**src/rtl/hbridge_if.sv**
```systemverilog
// hbridge_if: command inputs and bridge pin outputs of the dual H-bridge driver
// DIR   [1:0] right cmd, [3:2] left cmd (00 coast, 01 fwd, 10 rev, 11 brake)
// duty  PWM duty, EN high for duty/256 of each period
// R_*/L_* bridge IN1/IN2/EN pins; busy high while either channel is in dead time
interface hbridge_if;
  logic [3:0] DIR;
  logic [7:0] duty;
  logic R_IN1, R_IN2, R_EN, L_IN1, L_IN2, L_EN, busy;
  modport master (output DIR, duty, input R_IN1, R_IN2, R_EN, L_IN1, L_IN2, L_EN, busy);
  modport slave (input DIR, duty, output R_IN1, R_IN2, R_EN, L_IN1, L_IN2, L_EN, busy);
endinterface

```
**src/rtl/hbridge_driver.sv**
```systemverilog
// hbridge_driver: two H-bridge channels with dead-time insertion and shared PWM on EN
// clk  system clock, rising edge
// rst  asynchronous active-high reset
// bus  hbridge_if.slave: DIR/duty in, bridge pins and busy out (all registered)
module hbridge_driver #(
  parameter int DEADTIME = 25,
  parameter int PRESCALE = 4
) (
  input  logic      clk,
  input  logic      rst,
  hbridge_if.slave  bus
);
  localparam int CW = DEADTIME > 1 ? $clog2(DEADTIME) : 1;
  localparam int PW = PRESCALE > 1 ? $clog2(PRESCALE) : 1;
  localparam logic [CW-1:0] RELOAD = CW'(DEADTIME - 1);
  localparam logic [PW-1:0] PTOP = PW'(PRESCALE - 1);
  typedef enum logic [1:0] {IDLE, DEAD, DRIVE, BRAKE} state_t;
  logic [3:0] dir_q, dir_d;
  logic [7:0] duty_q, duty_d, pwm_cnt_q, pwm_cnt_d;
  logic [PW-1:0] presc_q, presc_d;
  logic wrap, pwm;
  state_t state_q [2];
  state_t state_d [2];
  logic [1:0] cur_q [2];
  logic [1:0] cur_d [2];
  logic [1:0] cmd [2];
  logic [CW-1:0] cnt_q [2];
  logic [CW-1:0] cnt_d [2];
  logic [1:0] in1_q, in1_d, in2_q, in2_d, en_q, en_d;
  logic busy_q, busy_d;
  // duty only reloads at the 255->0 wrap so a period never mixes two widths
  always_comb begin
    dir_d = bus.DIR;
    wrap = presc_q == PTOP;
    presc_d = wrap ? '0 : presc_q + 1'b1;
    pwm_cnt_d = pwm_cnt_q + 8'(wrap);
    duty_d = (wrap && pwm_cnt_q == 8'hff) ? bus.duty : duty_q;
    pwm = pwm_cnt_q < duty_q;
  end
  // index 0 = right (DIR[1:0]), index 1 = left (DIR[3:2]); outputs follow the next state
  always_comb begin
    in1_d = '0;
    in2_d = '0;
    en_d = '0;
    for (int c = 0; c < 2; c++) begin
      cmd[c] = dir_q[2*c +: 2];
      state_d[c] = state_q[c];
      cur_d[c] = cur_q[c];
      cnt_d[c] = cnt_q[c];
      case (state_q[c])
        IDLE:
          if (cmd[c] != 2'b00) begin
            state_d[c] = DEAD;
            cnt_d[c] = RELOAD;
            cur_d[c] = cmd[c];
          end
        DEAD:
          if (cmd[c] == 2'b00) state_d[c] = IDLE;
          else if (cmd[c] != cur_q[c]) begin
            cur_d[c] = cmd[c];
            cnt_d[c] = RELOAD;
          end
          else if (cnt_q[c] == '0) state_d[c] = (cur_q[c] == 2'b11) ? BRAKE : DRIVE;
          else cnt_d[c] = cnt_q[c] - 1'b1;
        default:
          if (cmd[c] == 2'b00) state_d[c] = IDLE;
          else if (cmd[c] != cur_q[c]) begin
            state_d[c] = DEAD;
            cnt_d[c] = RELOAD;
            cur_d[c] = cmd[c];
          end
      endcase
      in1_d[c] = state_d[c] == BRAKE || (state_d[c] == DRIVE && cur_d[c] == 2'b01);
      in2_d[c] = state_d[c] == BRAKE || (state_d[c] == DRIVE && cur_d[c] == 2'b10);
      en_d[c] = state_d[c] == BRAKE || (state_d[c] == DRIVE && pwm);
    end
    busy_d = state_d[0] == DEAD || state_d[1] == DEAD;
  end
  always_ff @(posedge clk or posedge rst) begin
    if (rst) begin
      dir_q <= '0;
      duty_q <= '0;
      pwm_cnt_q <= '0;
      presc_q <= '0;
      in1_q <= '0;
      in2_q <= '0;
      en_q <= '0;
      busy_q <= 1'b0;
      for (int c = 0; c < 2; c++) begin
        state_q[c] <= IDLE;
        cur_q[c] <= '0;
        cnt_q[c] <= '0;
      end
    end else begin
      dir_q <= dir_d;
      duty_q <= duty_d;
      pwm_cnt_q <= pwm_cnt_d;
      presc_q <= presc_d;
      in1_q <= in1_d;
      in2_q <= in2_d;
      en_q <= en_d;
      busy_q <= busy_d;
      for (int c = 0; c < 2; c++) begin
        state_q[c] <= state_d[c];
        cur_q[c] <= cur_d[c];
        cnt_q[c] <= cnt_d[c];
      end
    end
  end
  assign bus.R_IN1 = in1_q[0];
  assign bus.R_IN2 = in2_q[0];
  assign bus.R_EN = en_q[0];
  assign bus.L_IN1 = in1_q[1];
  assign bus.L_IN2 = in2_q[1];
  assign bus.L_EN = en_q[1];
  assign bus.busy = busy_q;
endmodule

```
**src/flat_wrapper.sv**
```systemverilog
// flat-port wrapper written by rule: the top's interface ports become plain ports
module hbridge_driver_flat 
#(
  parameter int DEADTIME = 25,
  parameter int PRESCALE = 4
)
  (clk, rst, bus_DIR, bus_duty, bus_R_IN1, bus_R_IN2, bus_R_EN, bus_L_IN1, bus_L_IN2, bus_L_EN, bus_busy);
  hbridge_if bus_i ();
  input  logic clk;
  input  logic rst;
  input wire logic [$bits(bus_i.DIR)-1:0] bus_DIR;
  input wire logic [$bits(bus_i.duty)-1:0] bus_duty;
  output wire logic [$bits(bus_i.R_IN1)-1:0] bus_R_IN1;
  output wire logic [$bits(bus_i.R_IN2)-1:0] bus_R_IN2;
  output wire logic [$bits(bus_i.R_EN)-1:0] bus_R_EN;
  output wire logic [$bits(bus_i.L_IN1)-1:0] bus_L_IN1;
  output wire logic [$bits(bus_i.L_IN2)-1:0] bus_L_IN2;
  output wire logic [$bits(bus_i.L_EN)-1:0] bus_L_EN;
  output wire logic [$bits(bus_i.busy)-1:0] bus_busy;
  assign bus_i.DIR = bus_DIR;
  assign bus_i.duty = bus_duty;
  assign bus_R_IN1 = bus_i.R_IN1;
  assign bus_R_IN2 = bus_i.R_IN2;
  assign bus_R_EN = bus_i.R_EN;
  assign bus_L_IN1 = bus_i.L_IN1;
  assign bus_L_IN2 = bus_i.L_IN2;
  assign bus_L_EN = bus_i.L_EN;
  assign bus_busy = bus_i.busy;
  hbridge_driver #(.DEADTIME(DEADTIME), .PRESCALE(PRESCALE)) u_core (.clk(clk), .rst(rst), .bus(bus_i));
endmodule
```
**config.mk**
```make
export PLATFORM = sky130hd
export DESIGN_NAME = hbridge_driver_flat
export DESIGN_NICKNAME = d
export VERILOG_FILES = /design/src/rtl/hbridge_if.sv /design/src/rtl/hbridge_driver.sv /design/src/flat_wrapper.sv
export SDC_FILE = /design/constraint.sdc
export NUM_CORES = 1
export LEC_CHECK = 0
export CAP_MARGIN = 15
export CORE_UTILIZATION = 25
export DETAILED_ROUTE_END_ITERATION = 16
export MAX_ROUTING_LAYER = met4
export RECOVER_POWER = 25
export SLEW_MARGIN = 20
export SYNTH_ARGS = -nofsm -noshare
export SYNTH_HDL_FRONTEND = slang
export SYNTH_SLANG_ARGS = --single-unit
export TNS_END_PERCENT = 30
```
**constraint.sdc**
```tcl
create_clock -name clk -period 1.85 [get_ports clk]
set_input_delay 0.185 -clock clk [delete_from_list [all_inputs] [get_ports clk]]
set_output_delay 0.185 -clock clk [all_outputs]
set_load 0.01 [all_outputs]
```
# Word level (Yosys, flattened, before mapping)
# Index checks and enable logic that the tools add are counted.
[op_classes] muxes=39 magnitude_cmp=1 n_eq_ne=26 n_reduce_logical=26 add_sub_neg=4
[ops] cell="$mux 5" count=12
[ops] cell="$mux 2" count=21
[ops] cell="$pmux 5 s2" count=2
[ops] cell="$eq 2x2->1 const B" count=9
[ops] cell="$eq 2x1->1 const B" count=6
[ops] cell="$logic_not 5->1" count=2
[ops] cell="$reduce_and 5->1" count=2
[ops] cell="$sub 5x1->5 const B" count=2
[ops] cell="$add 8x1->8" count=1
[ops] cell="$eq 8x8->1 const B" count=1
[ops] cell="$logic_not 2->1" count=4
[ops] cell="$lt 8x8->1" count=1
[ops] cell="$ne 2x2->1 const B" count=4
[ops] cell="$pmux 2 s2" count=2
[ops] cell="$logic_and 1x1->1" count=7
[ops] cell="$logic_or 1x1->1" count=7
[ops] cell="$ne 3x2->1 const B" count=2
[ops] cell="$reduce_bool 3->1" count=2
[ops] cell="$ne 2x1->1 const B" count=2
[ops] cell="$ne 2x2->1" count=2
[ops] cell="$reduce_bool 2->1" count=2
[ops] cell="$add 2x1->2 const B" count=1
[ops] cell="$mux 1" count=2
[word_totals] elab_cells=110 in_bits=14 output_inout_bits=7 register_bits=47

# Depth between registers and ports, before layout
# Gate-level depths: netlist of the first run.
[logic_depth] word_depth=9 mapped_depth=7 depth_no_buf=7

# Least setup slack after synthesis of the first run
# No wires, ideal clock.
[synth_path] path_kind="reg2reg" start="register u_core.dir_q[0]" end="register u_core.in1_q[0]" synth_period_minus_slack_ps=1771 setup_ps=119 stages_incl_launch_ff=8 t_arrival_ps=1653 path_buffers=2 required_ps=1731 path_slack_ps=79 cell_sequence="dfrtp_1 buf_6 xor2_1 or4b_1 buf_2 nor3b_2 nor2_1 o21a_1"
[synth_lines] element="from (decl)" line="hbridge_driver.sv:18" rtl="logic [3:0] dir_q, dir_d;"
[synth_lines] element="from (signal assigned)" line="hbridge_driver.sv:95" rtl="dir_q <= dir_d;"
[synth_lines] element="to (signal assigned)" line="hbridge_driver.sv:99" rtl="in1_q <= in1_d;"
[synth_lines] element="to (decl)" line="hbridge_driver.sv:29" rtl="logic [1:0] in1_q, in1_d, in2_q, in2_d, en_q, en_d;"

# Worst setup path after layout of the first run
[layout_path] start="register u_core.cnt_q[6] (netlist name)" end="register u_core.cnt_q[8] (netlist name)"
[layout_between] elab_chain_cells=5 word_cells_on_any_way=8 classes_between="add/sub: 1; eq/ne: 1; mux: 4; reduce/logical: 2"
[layout_rtl] element="from (decl)" line="hbridge_driver.sv:27" rtl="logic [CW-1:0] cnt_q [2];"
[layout_rtl] element="from (signal, indexed assignment)" line="hbridge_driver.sv:106" rtl="cnt_q[c] <= cnt_d[c];"
[layout_rtl] element="$sub 5x1->5" line="hbridge_driver.sv:64" rtl="else cnt_d[c] = cnt_q[c] - 1'b1;"
[layout_rtl] element="$mux 5" line="hbridge_driver.sv:63" rtl="else if (cnt_q[c] == '0) state_d[c] = (cur_q[c] == 2'b11) ? BRAKE : DRIVE;"
[layout_rtl] element="$mux 5" line="hbridge_driver.sv:59" rtl="else if (cmd[c] != cur_q[c]) begin"
[layout_rtl] element="$mux 5" line="hbridge_driver.sv:58" rtl="if (cmd[c] == 2'b00) state_d[c] = IDLE;"
[layout_rtl] element="$pmux 5 s2" line="hbridge_driver.sv:50" rtl="case (state_q[c])"
# Several ways; a longest one is shown, not always the timed one. The select of a mux whose other input is x is not followed.
# A chain may end at the register's enable or synchronous reset.

==> tab_implementation.tex, run 1 <==
\begin{tabular}{lr}
\hline
Metric & Value \\
\hline
\multicolumn{2}{l}{\textbf{Clock tree}} \\
\quad CTS tree & yes \\
\quad Clk\_lat worst skew & 0.30 ns \\
\quad Maximum count of clock buffers along a single path & 2 \\
\quad Number of clock sinks seen by CTS & 47 \\
\quad Post-CTS Hold Buffers & 0 \\
\quad Clk slew on worst S/H paths & 0.09 ns \\
\quad CTS Buf Count & 5 \\
\quad CTS H-tree depth & 2 \\
\quad CTS Root Buffer Type & sky130\_fd\_sc\_hd\_\_clkbuf\_8 \\
\multicolumn{2}{l}{\textbf{Finish}} \\
\quad Top library cells by usage in the layout, fill and taps aside & 47 x sky130\_fd\_sc\_hd\_\_dfrtp\_1, 21 x sky130\_fd\_sc\_hd\_\_nor2\_1, 18 x sky130\_fd\_sc\_hd\_\_inv\_1, 16 x sky130\_fd\_sc\_hd\_\_nand2\_1 \\
\quad Signed area change from the synthesized netlist to the final layout & 23.7\% \\
\quad Share of layout cells above drive strength 1 & 12.6\% \\
\quad Fillers & 912 \\
\quad Inserted Diodes & 0 \\
\quad Post-route design area & 2760 um\^{}2 \\
\quad Fin cells & 362 \\
\quad Fin nets & 281 \\
\quad Most common cell after layout, fill and taps aside & sky130\_fd\_sc\_hd\_\_dfrtp\_1 \\
\quad Post-Route Utilization & 31.8\% \\
\multicolumn{2}{l}{\textbf{Synthesis}} \\
\quad Count of synthesis-stage warnings from yosys & 0 \\
\quad Net count after synthesis & 245 \\
\quad Average cell area after synthesis & 10.3 um\^{}2 \\
\quad Ranking of synthesized cells by area & sky130\_fd\_sc\_hd\_\_dfrtp\_1 53\%, sky130\_fd\_sc\_hd\_\_ha\_1 7.8\%, sky130\_fd\_sc\_hd\_\_nor2\_1 3.5\%, sky130\_fd\_sc\_hd\_\_o21ai\_0 3.4\%, sky130\_fd\_sc\_hd\_\_inv\_1 3.2\% \\
\quad Post-Synthesis Cell Area & 2230 um\^{}2 \\
\quad Syn Inst Count & 217 \\
\quad Synth top area share & 52.7\% \\
\quad \#FFs+latches synth & 47 \\
\quad Number of unique standard cell types used by synthesis & 43 \\
\quad Sequential cell area fraction in the yosys report & 52.7\% \\
\quad Cell taking the most area after synthesis & sky130\_fd\_sc\_hd\_\_dfrtp\_1 \\
\multicolumn{2}{l}{\textbf{Die}} \\
\quad Area of the die & 9310 um\^{}2 \\
\quad Site Rows & 34 \\
\quad Vertical die dimension & 96.5 um \\
\quad Effective utilization at floorplan & 25.7\% \\
\quad Die width & 96.5 um \\
\quad Top-Level Pins & 21 \\
\quad Std-Cell Core Area & 8680 um\^{}2 \\
\multicolumn{2}{l}{\textbf{Drt}} \\
\quad Router iterations before antenna repair & 4 \\
\quad Mean number of vias per cell & 4.60 \\
\quad Post-DR wirelength/cell & 11.4 um \\
\quad Detailed-route via count & 1665 \\
\quad Iteration-0 DRC Markers & 62 \\
\quad Number of routed nets with antenna violations & 0 \\
\quad Remaining design rule violation count & 0 \\
\quad Sum of routed wire length over all layers & 4110 um \\
\multicolumn{2}{l}{\textbf{Place}} \\
\quad Final Wtd Congestion & 0.756 \\
\quad Half-perimeter wire length of the detailed placement result & 2970 um \\
\quad Count of placed standard cells including taps & 352 \\
\quad Cell Area, Placed & 2640 um\^{}2 \\
\quad Count of input and output buffers & 20 \\
\multicolumn{2}{l}{\textbf{Worst setup path}} \\
\quad Crit path largest cell delay & 0.37 ns \\
\quad Register-to-Register Path Depth & 8 \\
\quad Standard cell with the maximum stage delay on the critical path & sky130\_fd\_sc\_hd\_\_dfrtp\_1 \\
\quad Critical path depth & 8 \\
\quad Highest net fanout along the worst path & 8 \\
\quad CP startpoint kind & flip-flop \\
\quad CP Capture Type & flip-flop \\
\quad Data required time at the worst endpoint & 2.05 ns \\
\quad Count of buffering cells on the critical path with inverters included & 3 \\
\quad Kind of cell with the highest combined delay on the critical path & compound AO/OA/AOI/OAI gates \\
\quad Type of the worst setup path & reg -> reg \\
\quad Crit path arrival time & 1.97 ns \\
\quad Crit-path most repeated cell & sky130\_fd\_sc\_hd\_\_buf\_4 \\
\quad Cell-by-cell trace of the critical path & inv\_1 -> ha\_1 -> nor4b\_2 -> buf\_4 -> a21oi\_2 -> o22ai\_1 -> buf\_4 -> o32a\_1 \\
\multicolumn{2}{l}{\textbf{STA}} \\
\quad Final Slew Violations & 0 \\
\quad Final setup vio count & 0 \\
\quad Transition at the pin with the smallest max-transition slack & 1.17 ns \\
\quad Clock skew & 0.00767 ns \\
\quad Normalized max-slew margin & 21.9\% \\
\quad Fmax & 564 MHz \\
\quad Final Hold Viols & 0 \\
\quad Share of the cycle needed by the critical path after routing & 95.8\% \\
\quad Final worst hold slack & 0.426 ns \\
\quad Setup\_tns & 0 ns \\
\quad Minimum period implied by the final worst setup slack & 1.77 ns \\
\multicolumn{2}{l}{\textbf{Hold path}} \\
\quad Hold-critical path depth & 1 \\
\quad Worst hold path class & in -> reg \\
\multicolumn{2}{l}{\textbf{Global routing}} \\
\quad Global-route wire length before repair & 7310 um \\
\quad GRT Total Usage & 10.4\% \\
\quad Antenna violations before repair & 0 \\
\quad Vias in the first global route & 1637 \\
\quad Overflow left after global routing & 0 \\
\quad Largest net degree at the start of global routing & 48 \\
\multicolumn{2}{l}{\textbf{Run}} \\
\quad Max Cap Violations & 0 \\
\multicolumn{2}{l}{\textbf{Power and ir drop}} \\
\quad IR drop worst, VDD & 0.295 mV \\
\quad Pwr dens & 721 nW/um\^{}2 \\
\quad P\_leak & 1.24 nW \\
\multicolumn{2}{l}{\textbf{Run status}} \\
\quad Run status & finished, final reports clean \\
\hline
\end{tabular}
layer usage:
layer / global-route usage (%) / part of all wire, %
met5: - / 0
met4: 3.68 / 0.75
met3: 2.35 / 3.2
met2: 16.7 / 48
met1: 12.9 / 48
cells by family after synthesis:
logic type	Yosys count	synth area share, %
AOI/OAI and AO/OA	51	14.5
buffers and inverters	24	4.48
xor gates and xnor gates	9	3.53
adders and majority gates	14	7.85
and+or+nand+nor	70	16.0
muxes	2	1.01
DFF	47	52.7
cell usage after synthesis:
library cell	n
sky130_fd_sc_hd__or2_1	1
sky130_fd_sc_hd__and3_1	2
sky130_fd_sc_hd__o21bai_1	1
sky130_fd_sc_hd__nor3b_1	2
sky130_fd_sc_hd__buf_2	2
sky130_fd_sc_hd__or4b_1	1
sky130_fd_sc_hd__nor3_1	5
sky130_fd_sc_hd__nor2_1	21
sky130_fd_sc_hd__nor2b_1	2
sky130_fd_sc_hd__a31oi_1	1
sky130_fd_sc_hd__xnor2_1	3
sky130_fd_sc_hd__ha_1	14
sky130_fd_sc_hd__or3_1	1
sky130_fd_sc_hd__inv_1	19
sky130_fd_sc_hd__a211oi_1	1
sky130_fd_sc_hd__a21oi_1	11
sky130_fd_sc_hd__a21o_1	3
sky130_fd_sc_hd__clkbuf_1	2
sky130_fd_sc_hd__nor4b_1	1
sky130_fd_sc_hd__a41o_1	1
sky130_fd_sc_hd__nand2_1	16
sky130_fd_sc_hd__nand2b_1	2
sky130_fd_sc_hd__and4_1	2
sky130_fd_sc_hd__o22ai_1	2
sky130_fd_sc_hd__nor4b_2	1
sky130_fd_sc_hd__o21ai_0	15
sky130_fd_sc_hd__xor2_1	6
sky130_fd_sc_hd__o41ai_1	1
sky130_fd_sc_hd__a22o_1	1
sky130_fd_sc_hd__o32a_1	2
sky130_fd_sc_hd__o21a_1	6
sky130_fd_sc_hd__nand3_1	9
sky130_fd_sc_hd__or2_2	1
sky130_fd_sc_hd__buf_6	1
sky130_fd_sc_hd__dfrtp_1	47
sky130_fd_sc_hd__o21ai_1	2
sky130_fd_sc_hd__mux2_2	2
sky130_fd_sc_hd__o32ai_1	1
sky130_fd_sc_hd__nor3b_2	1
sky130_fd_sc_hd__o31ai_1	2
sky130_fd_sc_hd__a221o_1	1
sky130_fd_sc_hd__nor4_1	1
sky130_fd_sc_hd__and2_1	1
report_power, final:
group	switching [W]	leakage [nW]	internal, W
Combinational	0.000130	0.655	0.000125
Sequential	0.0000440	0.550	0.00107
Clock	0.000361	0.0402	0.000263
registers in the layout (all words and copies together) (netlist names):
name              flops
u_core.bus.busy       1
u_core.cnt_q         10
u_core.cur_q          4
u_core.dir_q          4
u_core.duty_q         8
u_core.en_q           2
u_core.in1_q          2
u_core.in2_q          2
u_core.presc_q        2
u_core.pwm_cnt_q      8
u_core.state_q        4
layout make-up:
cell class,instances,area [um^2],area share [%]
flip-flops and latches,47,1180,42.6
well taps,108,135,4.89
clock inverters,3,20.0,0.725
inverters,19,71.3,2.58
clock buffers,5,68.8,2.49
repair buffers,34,303,11.0
multi-input cells,146,987,35.7
worst paths after layout:
check	start	to	slack, ns
max	u_core.cnt_q[6]	u_core.cnt_q[8]	0.08
max reg2reg	u_core.cnt_q[6]	u_core.cnt_q[8]	0.08
min in group asynchronous	rst	u_core.cnt_q[4]	0.69
min reg2reg	u_core.presc_q[0]	u_core.presc_q[0]	0.44
min	bus_DIR[2]	u_core.dir_q[2]	0.43
max in group asynchronous	rst	u_core.pwm_cnt_q[1]	0.45
metrics by stage:
step	power [W]	worst slack [ns]
2_1_floorplan	0.00128	0.0786
3_3_place_gp	0.00137	0.0712
3_5_place_dp	0.00138	0.0517
4_1_cts	0.00200	0.0397
5_1_grt	0.00210	-0.0272
6_report	0.00199	0.0780
timing repair:
| action | 4_1_cts | 5_1_grt |
|---|---|---|
| resized for setup | 0 | 6 |
| endpoints found under the hold margin | 0 | 0 |
| buffers inserted | 0 | 2 |
| setup endpoints to repair | 0 | 10 |
No activity file was read; power rests on OpenSTA's default activity.
==> run 2: changes to the inputs <==
Settings changed: CAP_MARGIN 15 to 20.
==> results of run 2 <==
Final layout, timing and power as in run 1 (identical DEF).
==> run 3: changes to the inputs <==
--- a/config.mk
+++ b/config.mk
@@ -7,7 +7,8 @@
 export LEC_CHECK = 0
 export CAP_MARGIN = 20
-export CORE_UTILIZATION = 25
+export CORE_UTILIZATION = 45
 export DETAILED_ROUTE_END_ITERATION = 16
 export MAX_ROUTING_LAYER = met4
+export PLACE_DENSITY = 0.68
 export RECOVER_POWER = 25
 export SLEW_MARGIN = 20
==> constraint.sdc (replaced) <==
create_clock -name clk -period 1.85 [get_ports clk]
set_input_delay 0.185 -clock clk [delete_from_list [all_inputs] [get_ports clk]]
set_output_delay 0.185 -clock clk [all_outputs]
set_load 0.05 [all_outputs]
==> run 3 against run 2 <==
Non-clock buffer count down 3. Cell area down 1.5%. Sequential share of layout area up 0.65 points. Combinational power down 3%. Critical path depth down 2. Die area down 44%. First-iteration DRC count down 21%. Clock power up 40%. Highest routed layer unchanged.
==> tab_implementation.tex, run 3 (synthesis results as in run 1) <==
\begin{tabular}{lr}
\hline
Metric & Value \\
\hline
\multicolumn{2}{l}{\textbf{Run status}} \\
\quad Run status & finished, final reports clean \\
\multicolumn{2}{l}{\textbf{Place}} \\
\quad Count of input and output buffers & 20 \\
\quad Half-perimeter wire length of the detailed placement result & 2800 um \\
\quad Final Wtd Congestion & 0.792 \\
\multicolumn{2}{l}{\textbf{Power and ir drop}} \\
\quad Logic gate share of total power & 11.1\% \\
\quad P\_sw & 0.000509 W \\
\quad IR drop worst, VDD & 0.473 mV \\
\quad P\_int & 0.00172 W \\
\quad Pwr dens & 821 nW/um\^{}2 \\
\quad Sequential fraction of design power & 49.6\% \\
\quad P\_leak & 1.25 nW \\
\quad Switching share of total power & 22.8\% \\
\quad Clock network power share & 39.3\% \\
\multicolumn{2}{l}{\textbf{Clock tree}} \\
\quad CTS tree & yes \\
\quad Clk\_lat worst skew & 0.30 ns \\
\quad CTS Buf Count & 5 \\
\quad Post-CTS Setup Bufs & 0 \\
\quad CTS Root Buffer Type & sky130\_fd\_sc\_hd\_\_clkbuf\_8 \\
\quad Clk slew on worst S/H paths & 0.09 ns \\
\quad Maximum count of clock buffers along a single path & 2 \\
\quad Number of clock sinks seen by CTS & 47 \\
\quad CTS H-tree depth & 2 \\
\multicolumn{2}{l}{\textbf{Finish}} \\
\quad Most common cell after layout, fill and taps aside & sky130\_fd\_sc\_hd\_\_dfrtp\_1 \\
\quad Register with the most flip-flops & u\_core.cnt\_q \\
\quad Fillers & 416 \\
\quad Fin nets & 278 \\
\quad Signed area change from the synthesized netlist to the final layout & 21.9\% \\
\quad Post-Route Utilization & 57.2\% \\
\quad Area taken by multi-input logic gates & 976 um\^{}2 \\
\quad Share of layout cells above drive strength 1 & 10.8\% \\
\quad Flip-flop count of the largest register, all copies and words added & 10 \\
\quad Top library cells by usage in the layout, fill and taps aside & 47 x sky130\_fd\_sc\_hd\_\_dfrtp\_1, 21 x sky130\_fd\_sc\_hd\_\_nor2\_1, 17 x sky130\_fd\_sc\_hd\_\_inv\_1, 16 x sky130\_fd\_sc\_hd\_\_nand2\_1 \\
\quad Area of all sequential standard cells & 1180 um\^{}2 \\
\quad Largest regs & u\_core.cnt\_q (10), u\_core.duty\_q (8), u\_core.pwm\_cnt\_q (8) \\
\quad Inserted Diodes & 0 \\
\multicolumn{2}{l}{\textbf{STA}} \\
\quad Fmax & 566 MHz \\
\quad Normalized max-slew margin & 25.6\% \\
\quad Setup repair after global routing missed its margin & false \\
\quad Setup\_tns & 0 ns \\
\quad Clock skew & 0.00643 ns \\
\quad Transition at the pin with the smallest max-transition slack & 1.12 ns \\
\quad Share of the cycle needed by the critical path after routing & 95.6\% \\
\quad Final setup vio count & 0 \\
\quad Final Slew Violations & 0 \\
\quad Minimum period implied by the final worst setup slack & 1.77 ns \\
\quad Final Hold Viols & 0 \\
\quad Final worst hold slack & 0.434 ns \\
\multicolumn{2}{l}{\textbf{Global routing}} \\
\quad Overflow left after global routing & 0 \\
\quad Global-route wire length before repair & 6760 um \\
\quad Vias in the first global route & 1570 \\
\quad Largest net degree at the start of global routing & 48 \\
\quad GRT Total Usage & 17.3\% \\
\quad Antenna violations before repair & 0 \\
\multicolumn{2}{l}{\textbf{Worst setup path}} \\
\quad Crit path arrival time & 1.96 ns \\
\quad Worst setup slack for register-to-register paths & 0.08 ns \\
\quad Register-to-Register Path Depth & 6 \\
\quad CP startpoint kind & flip-flop \\
\quad Highest net fanout along the worst path & 8 \\
\quad Data required time at the worst endpoint & 2.04 ns \\
\quad CP Capture Type & flip-flop \\
\quad Type of the worst setup path & reg -> reg \\
\multicolumn{2}{l}{\textbf{Hold path}} \\
\quad Worst hold path class & reg -> reg \\
\quad Hold-critical path depth & 1 \\
\multicolumn{2}{l}{\textbf{Drt}} \\
\quad Post-DR wirelength/cell & 12.2 um \\
\quad Iteration-0 DRC Markers & 49 \\
\quad Remaining design rule violation count & 0 \\
\quad Detailed-route via count & 1591 \\
\quad Router iterations before antenna repair & 4 \\
\quad Number of routed nets with antenna violations & 0 \\
\quad Mean number of vias per cell & 5.00 \\
\quad Sum of routed wire length over all layers & 3880 um \\
\multicolumn{2}{l}{\textbf{Die}} \\
\quad Area of the die & 5250 um\^{}2 \\
\quad Site Rows & 25 \\
\quad Die width & 72.4 um \\
\quad Vertical die dimension & 72.4 um \\
\quad Std-Cell Core Area & 4750 um\^{}2 \\
\quad Top-Level Pins & 21 \\
\quad Effective utilization at floorplan & 46.9\% \\
\multicolumn{2}{l}{\textbf{Run}} \\
\quad Max Cap Violations & 0 \\
\hline
\end{tabular}
## run 3: changes by cell type in the layout (fill, tap and decap cells not counted), moves of 2 or more
cell                         delta
sky130_fd_sc_hd__buf_4          -3
sky130_fd_sc_hd__a21oi_2        -2
sky130_fd_sc_hd__bufinv_16      +2
sky130_fd_sc_hd__clkinvlp_4     -2
## run 3: path summary, 6_finish.rpt
kind	start	end
worst max register to register	u_core.dir_q[0]	u_core.cnt_q[8]
min in group asynchronous	rst	u_core.cnt_q[9]
worst max-delay path	u_core.dir_q[0]	u_core.cnt_q[8]
max in group asynchronous	rst	u_core.dir_q[1]
worst min-delay path	u_core.presc_q[0]	u_core.presc_q[0]
worst min register to register	u_core.presc_q[0]	u_core.presc_q[0]
## run 3: cell type report
| type | instances | area share [%] |
|---|---|---|
| Tap cell | 67 | 3.08 |
| Clock inverter | 2 | 2.21 |
| Multi-Input combinational cell | 146 | 35.9 |
| Timing Repair Buffer | 31 | 10.3 |
| Clock buffer | 6 | 2.67 |
| Sequential cell | 47 | 43.2 |
| Inverter | 19 | 2.62 |
## run 3: power groups by stage
stage                     registers, W  logic [W]  clock network (W)
final                          0.00111   0.000247           0.000878
after detailed placement       0.00113   0.000252                  0
after CTS                      0.00111   0.000253           0.000900
after global placement         0.00113   0.000248                  0
after floorplan                0.00112   0.000167                  0
after global routing           0.00111   0.000280           0.000945
## run 3: routing by layer
metal / vias to the layer above / GRT usage [%] / wire length, um
met5: - / - / 0
met4: 0 / 6.54 / 53
met3: 5 / 3.47 / 105
met2: 19 / 29.0 / 1890
met1: 752 / 20.5 / 1840
li1: 815 / - / -
## run 3: metrics by stage
stage	std cells	setup WS, ns	power [W]	instance area (um^2)
after floorplan	217	0.0786	0.00129	2230
after global placement	310	0.0779	0.00137	2580
after detailed placement	310	0.0325	0.00138	2580
after CTS	318	0.0180	0.00226	2720
after global routing	318	0.00523	0.00234	2720
final	318	0.0817	0.00223	2720
## run 3: worst max-delay path, stage by stage (launching register included)
cell                       delay, ns
sky130_fd_sc_hd__dfrtp_1        0.40
sky130_fd_sc_hd__buf_4          0.17
sky130_fd_sc_hd__and4_1         0.17
sky130_fd_sc_hd__a211oi_1       0.31
sky130_fd_sc_hd__o22ai_1        0.11
sky130_fd_sc_hd__buf_4          0.17
sky130_fd_sc_hd__o32a_1         0.33
## run 3: timing repair
action | CTS | global route
endpoints found under the hold margin | 0 | 0
gates resized for setup | 0 | 5
setup endpoints to repair | 0 | 10
hold buffers | 0 | 0
